--- src/rtl/uart_frame_ctrl_if.sv ---
// uart_frame_ctrl_if: bundles the UART rx/tx handshakes, the command strobe
// and the response word of the debug-unit frame controller.
//   slave  : the frame controller's view (consumes i_*, drives o_*)
//   master : the environment's view (drives i_*, consumes o_*)
// Signals:
//   i_rx_data/i_rx_done_tick   received byte + strobe
//   o_tx_data/o_tx_start       byte to send + start strobe
//   i_tx_done_tick             transmitter finished current byte
//   o_cmd_valid/op/arg         decoded command strobe and fields
//   i_resp_valid/i_resp_word   response word from the datapath
//   o_busy/o_frame_err/o_drop  status
interface uart_frame_ctrl_if #(
  parameter int NB_DATA = 8,
  parameter int NB_OP   = 6,
  parameter int NB_WORD = 32
);
  logic [NB_DATA-1:0] i_rx_data;
  logic               i_rx_done_tick;
  logic [NB_DATA-1:0] o_tx_data;
  logic               o_tx_start;
  logic               i_tx_done_tick;
  logic               o_cmd_valid;
  logic [NB_OP-1:0]   o_cmd_op;
  logic [NB_DATA-1:0] o_cmd_arg;
  logic               i_resp_valid;
  logic [NB_WORD-1:0] i_resp_word;
  logic               o_busy;
  logic               o_frame_err;
  logic               o_drop;

  modport slave (
    input  i_rx_data, i_rx_done_tick, i_tx_done_tick, i_resp_valid, i_resp_word,
    output o_tx_data, o_tx_start, o_cmd_valid, o_cmd_op, o_cmd_arg,
           o_busy, o_frame_err, o_drop
  );

  modport master (
    output i_rx_data, i_rx_done_tick, i_tx_done_tick, i_resp_valid, i_resp_word,
    input  o_tx_data, o_tx_start, o_cmd_valid, o_cmd_op, o_cmd_arg,
           o_busy, o_frame_err, o_drop
  );
endinterface

--- src/rtl/uart_frame_ctrl.sv ---
// uart_frame_ctrl: command/response sequencer for the debug UART.
// Received bytes form frames: header {HAS_ARG, WANT_RESP, opcode} plus an
// optional argument byte. Each frame pulses o_cmd_valid once. If a response
// is wanted, the returned word is sent LSB byte first, one byte per
// tx start/done handshake.
// Ports:
//   i_clock  system clock (rising edge)
//   i_reset  asynchronous active-high reset
//   bus      uart_frame_ctrl_if.slave (rx, tx, cmd, resp, status signals)
// All outputs are registered decodes of the next state, so every strobe
// appears the cycle after the event that causes it. TIMEOUT must be >= 2.
module uart_frame_ctrl #(
  parameter int NB_DATA = 8,
  parameter int NB_OP   = 6,
  parameter int NB_WORD = 32,
  parameter int TIMEOUT = 1000000
) (
  input  logic               i_clock,
  input  logic               i_reset,
  uart_frame_ctrl_if.slave   bus
);
  localparam int NBYTES = NB_WORD / NB_DATA;
  localparam int IW     = (NBYTES > 1) ? $clog2(NBYTES) : 1;
  localparam int CW     = (TIMEOUT > 2) ? $clog2(TIMEOUT) : 1;
  // Counter value whose increment would reach TIMEOUT-1.
  localparam logic [CW-1:0] CNT_LAST = CW'(TIMEOUT - 2);
  localparam logic [IW-1:0] IDX_LAST = IW'(NBYTES - 1);

  typedef enum logic [2:0] {
    IDLE, GET_ARG, ISSUE, WAIT_RESP, SEND, WAIT_DONE
  } state_e;

  state_e                          state_q, state_d;
  logic [NB_OP-1:0]                op_q, op_d;
  logic                            want_q, want_d;
  logic [NB_DATA-1:0]              arg_q, arg_d;
  logic [CW-1:0]                   cnt_q, cnt_d;
  logic [NBYTES-1:0][NB_DATA-1:0]  word_q, word_d;
  logic [IW-1:0]                   idx_q, idx_d;

  logic [NB_DATA-1:0]              tx_data_q, tx_data_d;
  logic                            tx_start_q, tx_start_d;
  logic                            cmd_valid_q, cmd_valid_d;
  logic [NB_OP-1:0]                cmd_op_q, cmd_op_d;
  logic [NB_DATA-1:0]              cmd_arg_q, cmd_arg_d;
  logic                            busy_q, busy_d;
  logic                            frame_err_q, frame_err_d;
  logic                            drop_q, drop_d;

  always_comb begin
    state_d     = state_q;
    op_d        = op_q;
    want_d      = want_q;
    arg_d       = arg_q;
    cnt_d       = cnt_q;
    word_d      = word_q;
    idx_d       = idx_q;
    tx_data_d   = tx_data_q;
    tx_start_d  = 1'b0;
    cmd_valid_d = 1'b0;
    cmd_op_d    = cmd_op_q;
    cmd_arg_d   = cmd_arg_q;
    frame_err_d = 1'b0;
    drop_d      = 1'b0;

    case (state_q)
      IDLE: begin
        if (bus.i_rx_done_tick) begin
          op_d   = bus.i_rx_data[NB_OP-1:0];
          want_d = bus.i_rx_data[NB_DATA-2];
          arg_d  = '0;
          if (bus.i_rx_data[NB_DATA-1]) begin
            cnt_d   = '0;
            state_d = GET_ARG;
          end else begin
            state_d = ISSUE;
          end
        end
      end
      GET_ARG: begin
        // A byte on the final counted cycle still wins over the timeout.
        if (bus.i_rx_done_tick) begin
          arg_d   = bus.i_rx_data;
          state_d = ISSUE;
        end else if (cnt_q == CNT_LAST) begin
          frame_err_d = 1'b1;
          state_d     = IDLE;
        end else begin
          cnt_d = cnt_q + 1'b1;
        end
      end
      ISSUE: begin
        drop_d  = bus.i_rx_done_tick;
        state_d = want_q ? WAIT_RESP : IDLE;
      end
      WAIT_RESP: begin
        drop_d = bus.i_rx_done_tick;
        if (bus.i_resp_valid) begin
          word_d  = bus.i_resp_word;
          idx_d   = '0;
          state_d = SEND;
        end
      end
      SEND: begin
        drop_d  = bus.i_rx_done_tick;
        state_d = WAIT_DONE;
      end
      WAIT_DONE: begin
        drop_d = bus.i_rx_done_tick;
        if (bus.i_tx_done_tick) begin
          if (idx_q == IDX_LAST) begin
            state_d = IDLE;
          end else begin
            idx_d   = idx_q + 1'b1;
            state_d = SEND;
          end
        end
      end
      default: state_d = IDLE;
    endcase

    // Output strobes are decoded from the next state so they land exactly
    // one cycle after the triggering input.
    if (state_d == ISSUE) begin
      cmd_valid_d = 1'b1;
      cmd_op_d    = op_d;
      cmd_arg_d   = arg_d;
    end
    if (state_d == SEND) begin
      tx_start_d = 1'b1;
      tx_data_d  = word_d[idx_d];
    end
    busy_d = (state_d != IDLE);
  end

  always_ff @(posedge i_clock or posedge i_reset) begin
    if (i_reset) begin
      state_q     <= IDLE;
      op_q        <= '0;
      want_q      <= 1'b0;
      arg_q       <= '0;
      cnt_q       <= '0;
      word_q      <= '0;
      idx_q       <= '0;
      tx_data_q   <= '0;
      tx_start_q  <= 1'b0;
      cmd_valid_q <= 1'b0;
      cmd_op_q    <= '0;
      cmd_arg_q   <= '0;
      busy_q      <= 1'b0;
      frame_err_q <= 1'b0;
      drop_q      <= 1'b0;
    end else begin
      state_q     <= state_d;
      op_q        <= op_d;
      want_q      <= want_d;
      arg_q       <= arg_d;
      cnt_q       <= cnt_d;
      word_q      <= word_d;
      idx_q       <= idx_d;
      tx_data_q   <= tx_data_d;
      tx_start_q  <= tx_start_d;
      cmd_valid_q <= cmd_valid_d;
      cmd_op_q    <= cmd_op_d;
      cmd_arg_q   <= cmd_arg_d;
      busy_q      <= busy_d;
      frame_err_q <= frame_err_d;
      drop_q      <= drop_d;
    end
  end

  assign bus.o_tx_data   = tx_data_q;
  assign bus.o_tx_start  = tx_start_q;
  assign bus.o_cmd_valid = cmd_valid_q;
  assign bus.o_cmd_op    = cmd_op_q;
  assign bus.o_cmd_arg   = cmd_arg_q;
  assign bus.o_busy      = busy_q;
  assign bus.o_frame_err = frame_err_q;
  assign bus.o_drop      = drop_q;
endmodule
--- src/flat_wrapper.sv ---
// flat-port wrapper written by rule: the top's interface ports become plain ports
module uart_frame_ctrl_flat 
#(
  parameter int NB_DATA = 8,
  parameter int NB_OP   = 6,
  parameter int NB_WORD = 32,
  parameter int TIMEOUT = 1000000
)
  (i_clock, i_reset, bus_i_rx_data, bus_i_rx_done_tick, bus_i_tx_done_tick, bus_i_resp_valid, bus_i_resp_word, bus_o_tx_data, bus_o_tx_start, bus_o_cmd_valid, bus_o_cmd_op, bus_o_cmd_arg, bus_o_busy, bus_o_frame_err, bus_o_drop);
  uart_frame_ctrl_if #(.NB_DATA(NB_DATA), .NB_OP(NB_OP), .NB_WORD(NB_WORD)) bus_i ();
  input  logic i_clock;
  input  logic i_reset;
  input wire logic [$bits(bus_i.i_rx_data)-1:0] bus_i_rx_data;
  input wire logic [$bits(bus_i.i_rx_done_tick)-1:0] bus_i_rx_done_tick;
  input wire logic [$bits(bus_i.i_tx_done_tick)-1:0] bus_i_tx_done_tick;
  input wire logic [$bits(bus_i.i_resp_valid)-1:0] bus_i_resp_valid;
  input wire logic [$bits(bus_i.i_resp_word)-1:0] bus_i_resp_word;
  output wire logic [$bits(bus_i.o_tx_data)-1:0] bus_o_tx_data;
  output wire logic [$bits(bus_i.o_tx_start)-1:0] bus_o_tx_start;
  output wire logic [$bits(bus_i.o_cmd_valid)-1:0] bus_o_cmd_valid;
  output wire logic [$bits(bus_i.o_cmd_op)-1:0] bus_o_cmd_op;
  output wire logic [$bits(bus_i.o_cmd_arg)-1:0] bus_o_cmd_arg;
  output wire logic [$bits(bus_i.o_busy)-1:0] bus_o_busy;
  output wire logic [$bits(bus_i.o_frame_err)-1:0] bus_o_frame_err;
  output wire logic [$bits(bus_i.o_drop)-1:0] bus_o_drop;
  assign bus_i.i_rx_data = bus_i_rx_data;
  assign bus_i.i_rx_done_tick = bus_i_rx_done_tick;
  assign bus_i.i_tx_done_tick = bus_i_tx_done_tick;
  assign bus_i.i_resp_valid = bus_i_resp_valid;
  assign bus_i.i_resp_word = bus_i_resp_word;
  assign bus_o_tx_data = bus_i.o_tx_data;
  assign bus_o_tx_start = bus_i.o_tx_start;
  assign bus_o_cmd_valid = bus_i.o_cmd_valid;
  assign bus_o_cmd_op = bus_i.o_cmd_op;
  assign bus_o_cmd_arg = bus_i.o_cmd_arg;
  assign bus_o_busy = bus_i.o_busy;
  assign bus_o_frame_err = bus_i.o_frame_err;
  assign bus_o_drop = bus_i.o_drop;
  uart_frame_ctrl #(.NB_DATA(NB_DATA), .NB_OP(NB_OP), .NB_WORD(NB_WORD), .TIMEOUT(TIMEOUT)) u_core (.i_clock(i_clock), .i_reset(i_reset), .bus(bus_i));
endmodule
--- config.mk ---
export PLATFORM = sky130hd
export DESIGN_NAME = uart_frame_ctrl_flat
export DESIGN_NICKNAME = d
export VERILOG_FILES = /design/src/rtl/uart_frame_ctrl_if.sv /design/src/rtl/uart_frame_ctrl.sv /design/src/flat_wrapper.sv
export SDC_FILE = /design/constraint.sdc
export NUM_CORES = 1
export LEC_CHECK = 0
export BUFFER_PORTS_ARGS = -buffer_cell sky130_fd_sc_hd__buf_2
export CORE_ASPECT_RATIO = 0.7
export CORE_UTILIZATION = 35
export CTS_CLUSTER_SIZE = 12
export DETAILED_ROUTE_END_ITERATION = 10
export SYNTH_ARGS = -nofsm -noshare
export SYNTH_HDL_FRONTEND = slang
export SYNTH_SLANG_ARGS = --single-unit
--- constraint.sdc ---
create_clock -name i_clock -period 4.8 [get_ports i_clock]
set_input_delay 0.24 -clock i_clock [delete_from_list [all_inputs] [get_ports i_clock]]
set_output_delay 0.24 -clock i_clock [all_outputs]
set_load 0.02 [all_outputs]
==> impl_metrics.tcl <==
set metrics [dict create \
    synth-edff-count 0 \
    area_growth_pct 19.69 \
    ant_nets 0 \
    vdd_drop_max_mv 0.2295 \
    io_buffers 71 \
    met3_usage_pct 3.794 \
    endpoint_kind "flop" \
    met2_usage_pct 22.62 \
    cts_buffers 9 \
    postCtsHoldBufs 0 \
    finalHoldWorstSlack_ns -0.01057 \
    grt_max_degree 50 \
    power.density_mw_per_mm2 603.4 \
    drcViolationCount 0 \
    grt_pass1_vias 2880 \
    die_h_um 93.04 \
    slew_headroom_pct 20.62 \
    clock_path_buffers 2 \
    grt_util_all_layers_pct 15.65 \
    power.share.switching_pct 33.67 \
    pwr-share-comb_pct 34.4 \
    synth-seq-cells 91 \
    layout.nets 461 \
    io_pins 72 \
    htree_levels 3 \
    period_needed_ns 2.605 \
    fin_tns_setup_ns 0 \
    dieArea_mm2 0.01229 \
    avgSynthCellArea_um2 12.05 \
    place_hpwl_um 6210 \
    path_max_fanout 9 \
    switching_power_mw 1.008 \
    gp_congestion 0.7842 \
    vias 2852 \
    synth_fp_nets 391 \
    syn_inst 344 \
    power_leakage_nw 2.403 \
    die_w_um 132.1 \
    post_cts_buffers 0 \
    synth_area_leaders "dfrtp_1, mux2_2, mux2i_1, nand2_1, a22o_1" \
    n_antenna_cell 0 \
    n_fill_cell 1029 \
    fp.coreArea_mm2 0.01125 \
    dpl_cell_area_mm2 0.004633 \
    cp-start-kind "flop" \
    yosysMostFrequentCell "dfrtp_1" \
    crit_required_ns 5.02 \
    cts_root_buf "clkbuf_16" \
    vias_per_cell 4.986 \
    drt-total-wl_um 8844 \
    synth_ff_type "dfrtp_1" \
    drv_cap 0 \
    synth_top_area_cell "dfrtp_1" \
    status "finished, violations left" \
    rows 32 \
    finish.utilization_pct 44.08 \
    drt_iter0_drc 161 \
    fmax_ghz 0.3839 \
    drive_gt1_share_pct 36.04 \
    hp-class "input port to async pin" \
    top_usage_layer "met1" \
    synth_top_area_share_pct 54.95 \
    power.internal_mw 1.985 \
    synth_warnings 0 \
    clkSinkCount 91 \
    post_drt_wl_per_cell_um 15.46 \
    finish.instance_area_mm2 0.004960 \
    post-route-period-util_pct 54.27 \
    insertion_delay_ns 0.34 \
    ys_seq_area_share_pct 54.95 \
    arrival_ns 2.82 \
    worst_pin_slew_ns 1.186 \
    tritoncts "done" \
    grt_overflow 0 \
    netlist_area_mm2 0.004144 \
    start_util_pct 36.83 \
    slew_violations 0 \
    p_seq_share_pct 40.0 \
    hold_viol 6 \
    critical_path_class "flop to flop" \
    antenna_found_initial 0 \
    post_cts_resized 0 \
    dp.cells 556 \
    violations "negative hold slack" \
    grt_pass1_wl_um 15000 \
    drt-pass1-iter-count 5 \
    setup_viol 0 \
    async_flop_share_pct 100.0 \
    fin_cells 572 \
    path_clk_slew_ns 0.07 \
    finClkSkew_ns 0.009282 \
    clkPwrFrac_pct 25.6 \
    use_met1_pct 22.93 \
    synthTopCellsByCount "dfrtp_1, mux2_2, nand2_1" \
    rsz0062_at_grt "no" \
    post_synth_num_cell_types 51 \
]
area by class of cell:
| type | instances | area (um^2) | area share [%] |
|---|---|---|---|
| Tap cell | 153 | 191.4 | 3.860 |
| Clock buffer | 9 | 225.2 | 4.541 |
| Clock inverter | 7 | 101.3 | 2.043 |
| Inverter | 13 | 50.05 | 1.009 |
| Sequential cell | 91 | 2277 | 45.91 |
| Multi-Input combinational cell | 225 | 1737 | 35.02 |
| Timing Repair Buffer | 74 | 377.9 | 7.619 |
stage by stage:
stage	setup WS, ns	total power [mW]
finish	2.195	2.993
global route	2.034	3.185
CTS	2.225	3.022
detailed placement	2.270	2.251
global placement	2.355	2.218
floorplan	2.196	1.967
cell families (layout without fill, tap and decap cells):
family,count (synthesis),after routing,share of synthesized area [%]
AND/OR/NAND/NOR,97,97,13.26
flip-flops,91,91,54.95
multiplexers,72,72,18.81
AO/OA/AOI/OAI,51,51,8.485
buffers and inverters,28,103,3.261
XOR/XNOR,3,3,0.6342
adder cells (fa/ha/maj),2,2,0.6038
per-layer routing:
| metal | part of all wire [%] | vias to the layer above |
|---|---|---|
| li1 | - | 1387 |
| met1 | 53 | 1397 |
| met2 | 43 | 60 |
| met3 | 3.1 | 8 |
| met4 | 1.1 | 0 |
| met5 | 0 | - |
critical path: stages (launching register included):
cell	delay (ns)
dfrtp_1	0.44
inv_1	0.10
ha_1	0.18
nor4bb_1	0.34
nand4b_1	0.36
o21ai_2	0.40
nand3_2	0.30
mux2_2	0.36
power by group through the flow:
stage,clock network [mW],logic (mW),registers (mW)
detailed placement,0,1.04,1.21
CTS,0.778,1.05,1.20
floorplan,0,0.683,1.28
finish,0.766,1.03,1.20
global placement,0,1.02,1.20
global route,0.814,1.14,1.23
cells in the final DEF, fill, tap and decap left out, drive strengths merged, types with 2 or more instances in the layout:
| master | synthesis | final |
|---|---|---|
| mux2i | 25 | 25 |
| clkinvlp | 0 | 2 |
| or4b | 2 | 2 |
| nand4b | 2 | 2 |
| nor4 | 4 | 4 |
| nand3 | 10 | 10 |
| o21a | 3 | 3 |
| o211ai | 7 | 7 |
| mux2 | 47 | 47 |
| nor2 | 12 | 12 |
| nor2b | 2 | 2 |
| nand2b | 3 | 3 |
| a21oi | 12 | 12 |
| clkbuf | 5 | 9 |
| bufinv | 0 | 2 |
| buf | 10 | 74 |
| xnor2 | 2 | 2 |
| inv | 12 | 12 |
| nand4 | 6 | 6 |
| a22o | 7 | 7 |
| ha | 2 | 2 |
| nor3 | 4 | 4 |
| o31ai | 5 | 5 |
| dfrtp | 91 | 91 |
| or3 | 7 | 7 |
| o21ai | 11 | 11 |
| nor4bb | 2 | 2 |
| clkinv | 1 | 4 |
| or4 | 4 | 4 |
| or2 | 2 | 2 |
| nand2 | 32 | 32 |
sequential cells by signal, indices dropped and copies added (netlist names):
signal / flops
u_core.bus.o_drop: 1
u_core.idx_q: 2
u_core.bus.o_frame_err: 1
u_core.bus.o_tx_start: 1
u_core.word_q: 32
u_core.cnt_q: 20
u_core.state_q: 3
u_core.bus.o_cmd_valid: 1
u_core.bus.o_cmd_op: 6
u_core.bus.o_tx_data: 8
u_core.op_q: 6
u_core.want_q: 1
u_core.bus.o_busy: 1
u_core.bus.o_cmd_arg: 8
path summary, 6_finish.rpt:
kind,end,from,depth (start not counted),slack [ns]
min in group i_clock,u_core.bus.o_cmd_arg[1]$_DFFE_PP0N_,bus_i_rx_data[1],2,0.14
setup reg to reg,u_core.bus.o_tx_data[1]$_DFFE_PP0N_,u_core.cnt_q[0]$_DFFE_PP0P_,7,2.20
hold / removal,u_core.bus.o_cmd_valid$_DFF_PP0_,i_reset,2,-0.01
max in group asynchronous,u_core.bus.o_frame_err$_DFF_PP0_,i_reset,3,3.70
hold reg to reg,u_core.bus.o_cmd_op[5]$_DFFE_PP0N_,u_core.bus.o_cmd_op[5]$_DFFE_PP0N_,2,0.47
setup / recovery,u_core.bus.o_tx_data[1]$_DFFE_PP0N_,u_core.cnt_q[0]$_DFFE_PP0P_,7,2.20
Power figures use the tool's default switching activity.
